### config.mk
export PLATFORM = sky130hd
export DESIGN_NAME = uart_rx_flat
export DESIGN_NICKNAME = d
export VERILOG_FILES = /design/src/rtl/uart_rx_pkg.sv /design/src/rtl/uart_rx_if.sv /design/src/rtl/uart_rx_sync2.sv /design/src/rtl/uart_rx.sv /design/src/flat_wrapper.sv
export SDC_FILE = /design/constraint.sdc
export NUM_CORES = 1
export LEC_CHECK = 0
export ABC_AREA = 1
export BUFFER_PORTS_ARGS = -buffer_cell sky130_fd_sc_hd__buf_2
export CELL_PAD_IN_SITES_DETAIL_PLACEMENT = 0
export CELL_PAD_IN_SITES_GLOBAL_PLACEMENT = 1
export CORE_ASPECT_RATIO = 1.4
export CORE_MARGIN = 3
export CORE_UTILIZATION = 25
export DETAILED_ROUTE_END_ITERATION = 12
export PLACE_DENSITY_LB_ADDON = 0.1
export SYNTH_ARGS = -nofsm -noshare
export SYNTH_HDL_FRONTEND = slang
export SYNTH_SLANG_ARGS = --single-unit
### constraint.sdc
create_clock -name clk -period 1.7 [get_ports clk]
set_input_delay 0.34 -clock clk [delete_from_list [all_inputs] [get_ports clk]]
set_output_delay 0.34 -clock clk [all_outputs]
set_load 0.005 [all_outputs]
### src/rtl/uart_rx_pkg.sv
// Shared constants for the console UART receiver: frame width and receiver state encodings.
// The data-bit count is the same constant the transmitter uses, so both ends agree on framing.
package uart_rx_pkg;

  localparam int UART_DATA_BITS = 8;
  localparam int BIT_IDX_W      = $clog2(UART_DATA_BITS);

  localparam logic [2:0] ST_WAIT_IDLE = 3'd0;
  localparam logic [2:0] ST_IDLE      = 3'd1;
  localparam logic [2:0] ST_START     = 3'd2;
  localparam logic [2:0] ST_DATA      = 3'd3;
  localparam logic [2:0] ST_STOP      = 3'd4;

  // Timer value at which the start bit is re-checked: the middle of the bit.
  function automatic int half_bit(input int clk_per_bit);
    return clk_per_bit / 2;
  endfunction

endpackage

### src/rtl/uart_rx_if.sv
// Receiver-side signal bundle: serial line in, received byte and status strobes out.
// master is the receiver, slave is whatever drives the pin and consumes the bytes.
interface uart_rx_if;

  logic                                    serial;
  logic [uart_rx_pkg::UART_DATA_BITS-1:0]  data;
  logic                                    data_valid;
  logic                                    frame_error;
  logic                                    busy;

  modport master (
    input  serial,
    output data,
    output data_valid,
    output frame_error,
    output busy
  );

  modport slave (
    output serial,
    input  data,
    input  data_valid,
    input  frame_error,
    input  busy
  );

endinterface

### src/rtl/uart_rx_sync2.sv
// Two-flop synchronizer for an asynchronous single-bit input, with a selectable reset value.
// Reusable for any slow async pin; the receiver resets it to the idle-high line level.
module sync2 #(
  parameter logic RESET_VAL = 1'b1
) (
  input  logic clk,
  input  logic rst,
  input  logic d,
  output logic q
);

  logic meta;

  always_ff @(posedge clk) begin
    if (rst) begin
      meta <= RESET_VAL;
      q    <= RESET_VAL;
    end else begin
      meta <= d;
      q    <= meta;
    end
  end

endmodule

### src/rtl/uart_rx.sv
// 8N1 UART receiver: synchronizes the line, finds the start bit, samples each bit at mid-period
// and emits a one-cycle data_valid or frame_error strobe per frame.
module uart_rx
  import uart_rx_pkg::*;
#(
  parameter int CLK_PER_BIT = 100
) (
  input  logic         clk,
  input  logic         rst,
  uart_rx_if.master    rx
);

  localparam int                 CNT_W   = $clog2(CLK_PER_BIT);
  localparam logic [CNT_W-1:0]   HALF_M1 = CNT_W'(half_bit(CLK_PER_BIT) - 1);
  localparam logic [CNT_W-1:0]   BIT_M1  = CNT_W'(CLK_PER_BIT - 1);
  localparam logic [CNT_W-1:0]   FLUSH   = CNT_W'(2);
  localparam logic [BIT_IDX_W-1:0] LAST_BIT = BIT_IDX_W'(UART_DATA_BITS - 1);

  logic                        rx_s;
  logic [2:0]                  state;
  logic [2:0]                  state_nxt;
  logic [CNT_W-1:0]            cnt;
  logic [BIT_IDX_W-1:0]        bit_cnt;
  logic [UART_DATA_BITS-1:0]   shift;
  logic [UART_DATA_BITS-1:0]   data_q;
  logic                        data_valid_q;
  logic                        frame_error_q;

  sync2 #(.RESET_VAL(1'b1)) u_sync (
    .clk (clk),
    .rst (rst),
    .d   (rx.serial),
    .q   (rx_s)
  );

  wire bit_end = (cnt == BIT_M1);

  // WAIT_IDLE also lets the synchronizer flush for two cycles: its reset value of 1 says
  // nothing about the real line, and trusting it after a mid-frame reset would lock onto a data bit.
  always_comb begin
    // NOTE: default assignment first so every path drives state_nxt and no latch is inferred.
    state_nxt = state;
    case (state)
      ST_WAIT_IDLE: if (rx_s && cnt == FLUSH) state_nxt = ST_IDLE;
      ST_IDLE:      if (!rx_s)                state_nxt = ST_START;
      ST_START:     if (cnt == HALF_M1)       state_nxt = rx_s ? ST_IDLE : ST_DATA;
      ST_DATA:      if (bit_end && bit_cnt == LAST_BIT) state_nxt = ST_STOP;
      ST_STOP:      if (bit_end)              state_nxt = rx_s ? ST_IDLE : ST_WAIT_IDLE;
      default:                                state_nxt = ST_WAIT_IDLE;
    endcase
  end

  always_ff @(posedge clk) begin
    if (rst) begin
      state         <= ST_WAIT_IDLE;
      cnt           <= '0;
      bit_cnt       <= '0;
      // NOTE: the shift register is reset along with the control state so data is never X.
      shift         <= '0;
      data_q        <= '0;
      data_valid_q  <= 1'b0;
      frame_error_q <= 1'b0;
    end else begin
      // NOTE: non-blocking throughout so every register sees pre-edge values of the others.
      state         <= state_nxt;
      data_valid_q  <= 1'b0;
      frame_error_q <= 1'b0;

      if (state_nxt != state) begin
        cnt <= '0;
      end else if (state == ST_IDLE) begin
        cnt <= '0;
      end else if (state == ST_WAIT_IDLE) begin
        if (cnt != FLUSH) cnt <= cnt + CNT_W'(1);
      end else if (state == ST_DATA && bit_end) begin
        cnt <= '0;
      end else begin
        cnt <= cnt + CNT_W'(1);
      end

      if (state == ST_START) bit_cnt <= '0;

      // LSB arrives first, so each new bit enters at the top and the byte settles in place.
      if (state == ST_DATA && bit_end) begin
        shift   <= {rx_s, shift[UART_DATA_BITS-1:1]};
        bit_cnt <= bit_cnt + BIT_IDX_W'(1);
      end

      if (state == ST_STOP && bit_end) begin
        if (rx_s) begin
          data_q       <= shift;
          data_valid_q <= 1'b1;
        end else begin
          frame_error_q <= 1'b1;
        end
      end
    end
  end

  assign rx.data        = data_q;
  assign rx.data_valid  = data_valid_q;
  assign rx.frame_error = frame_error_q;
  assign rx.busy        = (state != ST_IDLE);

endmodule

### src/flat_wrapper.sv
// flat-port wrapper written by rule: the top's interface ports become plain ports
module uart_rx_flat import uart_rx_pkg::*;
#(
  parameter int CLK_PER_BIT = 100
)
  (clk, rst, rx_serial, rx_data, rx_data_valid, rx_frame_error, rx_busy);
  uart_rx_if rx_i ();
  input  logic clk;
  input  logic rst;
  input wire logic [$bits(rx_i.serial)-1:0] rx_serial;
  output wire logic [$bits(rx_i.data)-1:0] rx_data;
  output wire logic [$bits(rx_i.data_valid)-1:0] rx_data_valid;
  output wire logic [$bits(rx_i.frame_error)-1:0] rx_frame_error;
  output wire logic [$bits(rx_i.busy)-1:0] rx_busy;
  assign rx_i.serial = rx_serial;
  assign rx_data = rx_i.data;
  assign rx_data_valid = rx_i.data_valid;
  assign rx_frame_error = rx_i.frame_error;
  assign rx_busy = rx_i.busy;
  uart_rx #(.CLK_PER_BIT(CLK_PER_BIT)) u_core (.clk(clk), .rst(rst), .rx(rx_i));
endmodule
== Word-level counts from Yosys, hierarchy flattened ==
Index checks and enable logic that the tools add are counted.

* Add/sub/neg operators: 2
* Equality and inequality tests: 12
* Muxes and demuxes: 15
* Bitwise operators: 1
* Reduce and logical (&&, ||, !) cells: 9

{| class="wikitable"
|+ Operators by type and width
! kind !! number
|-
| 3-bit two-way mux || 7
|-
| 7-bit two-way mux || 3
|-
| 3-bit case mux with 5 select lines || 1
|-
| 7-bit by 1-bit adder with 7-bit output (second input constant) || 1
|-
| 7-bit by 2-bit == test with 1-bit output (second input constant) || 1
|-
| 7-bit by 6-bit == test with 1-bit output (second input constant) || 1
|-
| 7-bit == test (second input constant) || 1
|-
| 7-bit by 2-bit inequality test with 1-bit output (second input constant) || 1
|-
| 3-bit by 2-bit == test with 1-bit output (second input constant) || 2
|-
| 3-bit == test (second input constant) || 2
|-
| 1-bit logical AND || 4
|-
| 3-bit by 1-bit adder with 3-bit output (second input constant) || 1
|-
| 3-bit by 1-bit == test with 1-bit output (second input constant) || 1
|-
| 3-bit zero test || 1
|-
| 1-bit two-way mux || 3
|-
| 3-bit by 1-bit inequality test with 1-bit output (second input constant) || 1
|-
| 3-bit inequality test || 1
|-
| 3-bit OR reduction || 1
|-
| 2-bit two-way mux || 1
|-
| 2-bit inequality test (second input constant) || 1
|-
| 2-bit AND reduction || 1
|-
| 2-bit nonzero test || 1
|-
| 2-bit OR reduction || 1
|-
| 1-bit inverter || 1
|}

* Register bits after elaboration: 33
* Input bits: 3
* Output and inout bits: 11
* Logic and storage cells: 48

== Depth between registers and ports, before layout ==
Gate-level depths: netlist of the first run.

* Word-level depth: 6
* Depth in mapped cells: 14

== Hierarchy ==
Synthesis of the first run repeated with hierarchy kept, for this count alone.

* Cell total of the unflattened synthesis: 214
* Area, all modules: 1,515.2 um2

{| class="wikitable"
|+ Modules (own cells, without submodules)
! module !! times used !! cells each !! area an instance (um2) !! sequential area each (um2)
|-
| uart_rx || 1 || 207 || 1,456.4 || 620.6
|-
| sync2 || 1 || 7 || 58.8 || 40.0
|}

== Worst setup path before layout of the first run ==
Ideal clock, no wire load.

* Path type: reg-to-reg
* Start: register u_core.cnt[0]
* End: register u_core.cnt[5]
* Setup time: 0.118 ns
* Arrival: 1.381 ns
* Data required time: 1.582 ns
* Slack: 0.201 ns
* Cell stages (with the launch flop): 13
* Path buffers: 0
* Clock period less this slack: 1.499 ns
* Path through: dfxtp_1 > ha_1 > nand2_1 > nor2_2 > nand3_2 > nand2_1 > nand2_2 > nor2_4 > nand2_2 > nand2_2 > nand2_2 > nand2_4 > nor2_2

* Longest elaborated chain between the ends: 6

{| class="wikitable"
|+ RTL lines
! item !! RTL line !! text
|-
| start, declared || uart_rx.sv:22 || <nowiki>logic [CNT_W-1:0] cnt;</nowiki>
|-
| start signal, assigned || uart_rx.sv:74 || <nowiki>if (cnt != FLUSH) cnt <= cnt + CNT_W'(1);</nowiki>
|-
| start signal, assigned || uart_rx.sv:78 || <nowiki>cnt <= cnt + CNT_W'(1);</nowiki>
|-
| 7-bit == test / 7-bit by 2-bit == test with 1-bit output (equally long branches) || uart_rx.sv:36, uart_rx.sv:44 ||
|-
| 1-bit logical AND, on equally long branches || uart_rx.sv:47, uart_rx.sv:44 ||
|-
| 3-bit two-way mux, on equally long branches || uart_rx.sv:47, uart_rx.sv:44 ||
|-
| 3-bit case mux with 5 select lines || uart_rx.sv:43 || <nowiki>case (state)</nowiki>
|-
| 3-bit inequality test || uart_rx.sv:69 || <nowiki>if (state_nxt != state) begin</nowiki>
|-
| 3-bit OR reduction (no line) || -- ||
|}

Several ways; a longest one is shown, not always the timed one. The select of a mux whose other input is x is not followed.
A chain may end at the register's enable or synchronous reset.

== Worst setup path in the final report of the first run ==
* Start: register u_core.cnt[0]
* End: register u_core.cnt[1]

Same word-level chain as after synthesis.

==> reports/summary.log, run 1 <==
[worst_setup_path] sort of element at the end of the critical path register
[drt] detailed-route vias per instance 4.515
[global_routing] first-pass GRT wire length 6237 um
[sta] Slew Viols, Final 0
[sta] peak clock frequency supported by timing 619.7 MHz
[drt] total number of vias 1359
[power] Max VDD drop 0.3781 mV
[sta] transition time at the pin with the least slew margin 0.2933 ns
[sta] hold violation count in the final report 0
[yosys] synthesized instance count 200
[yosys] synthesized area 1551 um2
[yosys] Yosys top cell area share 42.58%
[drt] Total Wirelength 3800 um
[global_routing] initial antenna violation count 0
[min_path] Hold Path End u_core.u_sync.meta
[drt] wire length per cell 12.62 um
[drt] Pre-Repair DR Iteration Count 4
[worst_setup_path] minimum setup slack among reg-to-reg paths 0.09 ns
[power] power per cell area 1126 nW/um2
[finish] top library cells by usage in the layout, fill and taps aside 39 x sky130_fd_sc_hd__nor2_1, 31 x sky130_fd_sc_hd__dfxtp_1, 20 x sky130_fd_sc_hd__nand2_1, 17 x sky130_fd_sc_hd__o21ai_0, 13 x sky130_fd_sc_hd__buf_2
[sta] worst relative slew slack 80.42%
[worst_setup_path] worst flop-to-flop path endpoint u_core.cnt[1]
[place] routability-driven placement congestion ratio 0.7981
[drt] number of nets with antenna violations after routing 0
[global_routing] via count of the first global-routing pass 1352
[sta] clock skew 0.008899 ns
[yosys] Syn Nets 208
[sta] count of endpoints failing setup in the final report 0
[yosys] Unique masters post-synth 27
[global_routing] pin count of the biggest net entering global routing 18
[global_routing] overall fraction of global-route tracks in use 11.05%
[clock_network] clock latency on the worst-skew pair 0.28 ns
[outcome] result of the run finished, final reports clean
[floorplanning] effective utilization at floorplan 26.09%
[floorplanning] die outline height 99.21 um
[floorplanning] Die Area 7201 um2
[yosys] number of synthesized register bits 33
[clock_network] number of buffers inserted during clock tree synthesis 5
[global_routing] final global-route overflow total 0
[place] final HPWL from detailed placement 2672 um
[clock_network] H-tree levels 2
[sta] Final min period 1.614 ns
[clock_network] maximum root-to-sink buffer count 2
[min_path] origin of the worst min-delay path rx_serial
[sta] worst hold slack 0.2330 ns
[yosys] largest area contributor in the netlist sky130_fd_sc_hd__dfxtp_1
[finish] share of post-route cells with drive strength above 1 38.96%
[clock_network] Sinks on Clock Net 33
[clock_network] TritonCTS clock tree built
[finish] most frequent standard cell in the layout excluding fill and tap cells sky130_fd_sc_hd__nor2_1
[yosys] post-synthesis sequential area ratio 42.58%
[finish] end-of-flow core utilization 33.90%
[floorplanning] standard cell core area 5946 um2
[sta] Final Cycle Share 94.92%
[floorplanning] horizontal die dimension 72.58 um
[finish] Antenna Cells 0
[worst_setup_path] category of the worst setup path launch point register
[drt] Residual DRC 0
[job] max-cap viol count 0
[worst_setup_path] critical path data required time 1.91 ns
[finish] final layout net count 238
[floorplanning] row count 33
[worst_setup_path] Reg2Reg Launch Point u_core.cnt[0]
[min_path] path class of the lowest-slack min-delay path input pin to register
[floorplanning] I/O Pins 14
[yosys] Mean Syn Cell Area 7.757 um2
[clock_network] clock slew at reported path FFs 0.07 ns
[clock_network] root cell of the clock tree sky130_fd_sc_hd__clkbuf_8
[worst_setup_path] length in cells of the worst reg-to-reg path 14
[yosys] cell types occupying the most area after synthesis sky130_fd_sc_hd__dfxtp_1 43%, sky130_fd_sc_hd__nor2_1 9.7%, sky130_fd_sc_hd__nand2_1 5.6%
[drt] number of DRC markers in iteration 0 47
[min_path] Hold Path Cell Cnt 2
[worst_setup_path] class of the most critical setup path register to register
[finish] growth of design area from synthesis to finish 29.92%
[worst_setup_path] Crit Path Max Fanout 7
[place] number of port buffers 13
[worst_setup_path] data arrival at the endpoint of the critical path 1.83 ns
[clock_network] number of buffers inserted by hold repair at cts 0
[yosys] Yosys Warn Count 0
[power] leakage power figure 0.8783 nW
[cell families after synthesis]
kind of cell,Yosys count,synth area share [%]
DFF,33,42.58
buffers and inverters,23,5.887
adders and majority gates,5,4.032
and+or+nand+nor,106,35.81
AOI/OAI and AO/OA,31,10.57
xor gates and xnor gates,2,1.129
[worst max path at each step]
stage	startpoint	to	depth (start not counted)
finish	u_core.cnt[0]	u_core.cnt[1]	14
global route	u_core.cnt[0]	u_core.cnt[1]	14
CTS	u_core.cnt[0]	u_core.cnt[5]	13
detailed placement	u_core.cnt[0]	u_core.cnt[5]	13
global placement	u_core.cnt[0]	u_core.cnt[1]	13
floorplan	u_core.cnt[0]	u_core.cnt[5]	12
[cell usage after synthesis]
master                     number
sky130_fd_sc_hd__nand4_1        1
sky130_fd_sc_hd__inv_2          8
sky130_fd_sc_hd__o21ai_0       17
sky130_fd_sc_hd__buf_4          1
sky130_fd_sc_hd__clkbuf_1       2
sky130_fd_sc_hd__nand2_4        2
sky130_fd_sc_hd__xor2_1         2
sky130_fd_sc_hd__ha_1           5
sky130_fd_sc_hd__o211ai_1       1
sky130_fd_sc_hd__dfxtp_1       33
sky130_fd_sc_hd__nand3_2        2
sky130_fd_sc_hd__nand3_1        7
sky130_fd_sc_hd__o21bai_1       1
sky130_fd_sc_hd__nor3_1         2
sky130_fd_sc_hd__a21oi_1       10
sky130_fd_sc_hd__nor2_2        13
sky130_fd_sc_hd__nand2_2        8
sky130_fd_sc_hd__nor2_8         1
sky130_fd_sc_hd__nand2_1       23
sky130_fd_sc_hd__nor3_4         1
sky130_fd_sc_hd__buf_2          1
sky130_fd_sc_hd__nor2_1        40
sky130_fd_sc_hd__o31ai_1        1
sky130_fd_sc_hd__or2_2          2
sky130_fd_sc_hd__inv_1         11
sky130_fd_sc_hd__nor2_4         4
sky130_fd_sc_hd__o22ai_1        1
[final cells by class]
class / instances / area [um2]
inverters: 19 / 71.32
repair buffers: 27 / 195.2
clock buffers: 7 / 86.33
clock inverters: 1 / 30.03
multi-input cells: 144 / 877.1
well taps: 70 / 87.58
fillers: 650 / 3930
flip-flops and latches: 33 / 668.1
[worst max-delay path: stages (launching register included)]
cell and delay (ns):
sky130_fd_sc_hd__dfxtp_4 0.37, sky130_fd_sc_hd__inv_2 0.08, sky130_fd_sc_hd__ha_4 0.14, sky130_fd_sc_hd__inv_2 0.04
sky130_fd_sc_hd__nor2_2 0.10, sky130_fd_sc_hd__nand3_2 0.09, sky130_fd_sc_hd__nor2_4 0.14, sky130_fd_sc_hd__inv_2 0.07
sky130_fd_sc_hd__nand2_2 0.07, sky130_fd_sc_hd__nand2_4 0.06, sky130_fd_sc_hd__nand2_2 0.06, sky130_fd_sc_hd__nand2_2 0.06
sky130_fd_sc_hd__nand2_4 0.09, sky130_fd_sc_hd__nand2_8 0.08, sky130_fd_sc_hd__nor2_2 0.10
[through the flow]
stage	cells	worst slack (ns)	TNS [ns]	instance area, um2	power, mW
final	301	0.08629	0	2016	2.270
after global routing	301	-0.01852	-0.02196	2016	2.397
after CTS	293	0.01627	0	1858	2.090
after detailed placement	285	0.02850	0	1742	1.301
after global placement	285	0.03382	0	1742	1.302
after floorplan	200	0.2014	0	1551	1.198
[where the power goes]
| part | switching, mW | internal (mW) | leakage, nW | total (mW) |
|---|---|---|---|---|
| clock network | 0.305 | 0.478 | 0.0585 | 0.783 |
| logic | 0.340 | 0.257 | 0.552 | 0.597 |
| registers | 0.0688 | 0.822 | 0.268 | 0.890 |
| total | 0.713 | 1.56 | 0.878 | 2.27 |
[metal layers]
metal	vias to the layer above	GRT usage [%]	part of all wire, %
met4	0	4.261	1.7
met3	6	2.831	2.9
met1	636	12.46	43
met2	23	19.47	52
li1	694	-	-
met5	-	0	0
[state kept, by name (all words and copies together), names as in the netlist]
signal,cells
u_core.bit_cnt,3
u_core.cnt,7
u_core.rx.data,8
u_core.rx.data_valid,1
u_core.rx.frame_error,1
u_core.shift,8
u_core.state,3
u_core.u_sync.meta,1
u_core.u_sync.q,1
[what timing repair did]
| action | in CTS | in global routing |
|---|---|---|
| hold endpoints to repair | 0 | 0 |
| setup endpoints to repair | 0 | 18 |
| setup buffers | 0 | 8 |
| resized for setup | 0 | 24 |
No activity file was read; power rests on OpenSTA's default activity.
==> run 2, diff against run 1 <==
--- a/config.mk
+++ b/config.mk
@@ -14,6 +14,7 @@
 export CORE_UTILIZATION = 25
 export DETAILED_ROUTE_END_ITERATION = 12
 export PLACE_DENSITY_LB_ADDON = 0.1
+export SETUP_SLACK_MARGIN = 0.02
 export SYNTH_ARGS = -nofsm -noshare
 export SYNTH_HDL_FRONTEND = slang
 export SYNTH_SLANG_ARGS = --single-unit
==> constraint.sdc (replaced) <==
create_clock -name clk -period 1.4 [get_ports clk]
set_input_delay 0.28 -clock clk [delete_from_list [all_inputs] [get_ports clk]]
set_output_delay 0.28 -clock clk [all_outputs]
set_load 0.005 [all_outputs]
==> run 2 against run 1 <==
The flow now finishes with violations (negative setup slack). Fmax increased by 5.8%. Clock skew shrank 0.0042 ns. Final cell count increased by 9.0%. Non-clock buffer count grew 27. Critical path type unchanged. Critical endpoint is now u_core.cnt[0].
==> reports/summary.log, run 2 (synthesized netlist as in run 1, its figures left out) <==
[outcome] result of the run finished, violations left [was finished, final reports clean]
[outcome] failing checks negative setup slack
[power] part of the power in registers 41.4% [was 39.2%]
[worst_setup_path] max incr delay on CP 0.37 ns [about the same]
[min_path] Hold Path End u_core.u_sync.meta [unchanged]
[place] number of port buffers 13 [unchanged]
[drt] wire length per cell 12.16 um [was 12.62 um]
[global_routing] GR Util met2 20.31% [was 19.47%]
[global_routing] met1 usage 11.96% [was 12.46%]
[sta] least setup slack across all paths after layout -0.1246 ns [was 0.08629 ns]
[sta] hold violation count in the final report 0 [unchanged]
[sta] worst hold slack 0.1814 ns [was 0.2330 ns]
[min_path] path class of the lowest-slack min-delay path input pin to register [unchanged]
[global_routing] via count of the first global-routing pass 1456 [was 1352]
[drt] number of DRC markers in iteration 0 34 [was 47]
[global_routing] pin count of the biggest net entering global routing 18 [unchanged]
[floorplanning] I/O Pins 14 [unchanged]
[global_routing] met3 layer usage reported by global route 2.629% [was 2.831%]
[drt] Pre-Repair DR Iteration Count 4 [unchanged]
[global_routing] overall fraction of global-route tracks in use 11.27% [was 11.05%]
[finish] share of post-route cells with drive strength above 1 50.00% [was 38.96%]
[worst_setup_path] sort of element at the end of the critical path register [unchanged]
[worst_setup_path] CP cell instances inv_2 -> ha_2 -> inv_2 -> nor2_2 -> nand3_2 -> nor2_4 -> inv_2 -> nand2_2 -> nand2_4 -> nand2_2 -> nand2_2 -> nand2_2 -> nand2_4 -> nor2_2 [was inv_2 -> ha_4 -> inv_2 -> nor2_2 -> nand3_2 -> nor2_4 -> inv_2 -> nand2_2 -> nand2_4 -> nand2_2 -> nand2_2 -> nand2_4 -> nand2_8 -> nor2_2]
[clock_network] clock latency on the worst-skew pair 0.28 ns [about the same]
[global_routing] initial antenna violation count 0 [unchanged]
[power] Clock power frac 26.7% [was 34.5%]
[floorplanning] die outline height 99.21 um [unchanged]
[finish] most frequent standard cell in the layout excluding fill and tap cells sky130_fd_sc_hd__nor2_1 [unchanged]
[global_routing] first-pass GRT wire length 6313 um [was 6237 um]
[floorplanning] row count 33 [unchanged]
[sta] Final TNS setup -1.296 ns [was 0 ns]
[sta] Final min period 1.525 ns [was 1.614 ns]
[clock_network] maximum root-to-sink buffer count 2 [unchanged]
[finish] Antenna Cells 0 [unchanged]
[power] Switching Power 0.8439 mW [was 0.7130 mW]
[floorplanning] Die Area 7201 um2 [unchanged]
[worst_setup_path] worst-path cell with the longest stage delay sky130_fd_sc_hd__dfxtp_4 [unchanged]
[sta] Slew Viols, Final 0 [unchanged]
[clock_network] number of buffers inserted during clock tree synthesis 5 [unchanged]
[place] DP Cell Count 310 [was 285]
[finish] Finished Layout Cells 328 [was 301]
[finish] growth of design area from synthesis to finish 44.11% [was 29.92%]
[power] Net Sw Frac 32.47% [was 31.41%]
[power] total power of the final layout 2.599 mW [was 2.270 mW]
[power] combinational power share 31.9% [was 26.3%]
[clock_network] Sinks on Clock Net 33 [unchanged]
[clock_network] clock slew at reported path FFs 0.07 ns [about the same]
[floorplanning] standard cell core area 5946 um2 [unchanged]
[clock_network] H-tree levels 2 [unchanged]
[min_path] origin of the worst min-delay path rx_serial [unchanged]
[drt] Total Wirelength 3990 um [was 3800 um]
[power] internal power of the cells 1.755 mW [was 1.557 mW]
[sta] clock skew 0.004736 ns [was 0.008899 ns]
[drt] number of nets with antenna violations after routing 0 [unchanged]
[floorplanning] horizontal die dimension 72.58 um [unchanged]
[sta] setup repair after global routing missed its margin yes
[worst_setup_path] data arrival at the endpoint of the critical path 1.74 ns [was 1.83 ns]
[worst_setup_path] Reg2Reg Launch Point u_core.cnt[0] [unchanged]
[worst_setup_path] category of the worst setup path launch point register [unchanged]
[sta] peak clock frequency supported by timing 655.9 MHz [was 619.7 MHz]
[worst_setup_path] minimum setup slack among reg-to-reg paths -0.12 ns [was 0.09 ns]
[finish] area of the multi-input gates 917.1 um2 [was 877.1 um2]
[finish] top library cells by usage in the layout, fill and taps aside 38 x sky130_fd_sc_hd__nor2_1, 36 x sky130_fd_sc_hd__buf_4, 25 x sky130_fd_sc_hd__dfxtp_1, 18 x sky130_fd_sc_hd__nand2_1, 16 x sky130_fd_sc_hd__o21ai_0 [was 39 x sky130_fd_sc_hd__nor2_1, 31 x sky130_fd_sc_hd__dfxtp_1, 20 x sky130_fd_sc_hd__nand2_1, 17 x sky130_fd_sc_hd__o21ai_0, 13 x sky130_fd_sc_hd__buf_2]
[place] routability-driven placement congestion ratio 0.8645 [was 0.7981]
[drt] Residual DRC 0 [unchanged]
[sta] count of endpoints failing setup in the final report 17 [was 0]
[finish] fill cell instance count of the final layout 636 [was 650]
[worst_setup_path] source of the critical timing path u_core.cnt[0] [unchanged]
[worst_setup_path] worst flop-to-flop path endpoint u_core.cnt[0] [was u_core.cnt[1]]
[place] worst setup timing slack at the placement stage -0.2500 ns [was 0.02850 ns]
[min_path] Hold Path Cell Cnt 2 [unchanged]
[drt] detailed-route vias per instance 4.448 [was 4.515]
[clock_network] TritonCTS clock tree built [unchanged]
[global_routing] final global-route overflow total 0 [unchanged]
[worst_setup_path] critical path data required time 1.62 ns [was 1.91 ns]
[power] leakage power figure 1.016 nW [was 0.8783 nW]
[clock_network] root cell of the clock tree sky130_fd_sc_hd__clkbuf_8 [unchanged]
[finish] register area 678.2 um2 [was 668.1 um2]
[sta] Final Cycle Share 108.9% [was 94.92%]
[worst_setup_path] Crit Path Max Fanout 7 [unchanged]
[sta] transition time at the pin with the least slew margin 0.2234 ns [was 0.2933 ns]
[floorplanning] effective utilization at floorplan 26.09% [unchanged]
[drt] total number of vias 1459 [was 1359]
[sta] worst relative slew slack 85.09% [was 80.42%]
[worst_setup_path] class of the most critical setup path register to register [unchanged]
[job] max-cap viol count 0 [unchanged]
[power] Max VDD drop 0.7333 mV [was 0.3781 mV]
[worst_setup_path] Most common cell on crit path sky130_fd_sc_hd__nand2_2
[global_routing] most congested layer reported by global routing met2 [unchanged]
[place] final HPWL from detailed placement 2858 um [was 2672 um]
[worst_setup_path] length in cells of the worst reg-to-reg path 14 [unchanged]
[finish] final layout net count 265 [was 238]
[power] power per cell area 1163 nW/um2 [was 1126 nW/um2]
-- run 2: changes by cell type in the layout (fill, tap and decap cells not counted), sizes merged --
cell | before | now
buf | 27 | 53
clkinv | 0 | 2
bufinv | 1 | 0
-- run 2: critical path: cells and delay by family (launching register included) --
family / cells / cell delay [ns]
and+or+nand+nor: 10 / 0.78
buffers and inverters: 3 / 0.14
adders and majority gates: 1 / 0.16
DFF: 1 / 0.37
-- run 2: what timing repair did --
| item | in CTS | in global routing |
|---|---|---|
| setup endpoints to repair | 29 | 31 |
| cloned | 0 | 1 |
| resized for setup | 24 | 18 |
| hold buffers | 0 | 0 |
| setup buffers | 6 | 3 |
| pin swaps | 6 | 6 |
-- run 2: final cells by class --
class	count	share of cell area [%]
clock inverter	2	0.4477
timing repair buffer	54	17.63
tap	70	3.917
clock buffer	6	3.246
multi-input combinational	144	41.02
inverter	19	3.414
sequential	33	30.33
-- run 2: how the worst max path moves through the flow --
stage	endpoint
CTS	u_core.cnt[1]
detailed placement	u_core.cnt[1]
floorplan	u_core.cnt[1]
global route	u_core.cnt[0]
finish	u_core.cnt[0]
global placement	u_core.cnt[5]
-- run 2: metal layers --
metal / wire, um / up-vias / share of wire (%)
li1: - / 749 / -
met1: 1728 / 681 / 43
met2: 2082 / 21 / 52
met3: 91 / 8 / 2.3
met4: 88 / 0 / 2.2
met5: 0 / - / 0
-- run 2: stage by stage --
stage	cell area (um2)	utilization, %
floorplan	1577	-
finish	2236	37.61
CTS	2152	36.20
global route	2236	37.61
global placement	1942	32.66
detailed placement	1942	32.66
-- run 2: power by group through the flow --
stage / combinational [mW] / clock (mW) / sequential [mW]
global route: 0.900 / 0.764 / 1.08
CTS: 0.760 / 0.734 / 1.07
floorplan: 0.423 / 0 / 1.08
finish: 0.830 / 0.695 / 1.08
global placement: 0.663 / 0 / 1.07
detailed placement: 0.671 / 0 / 1.07
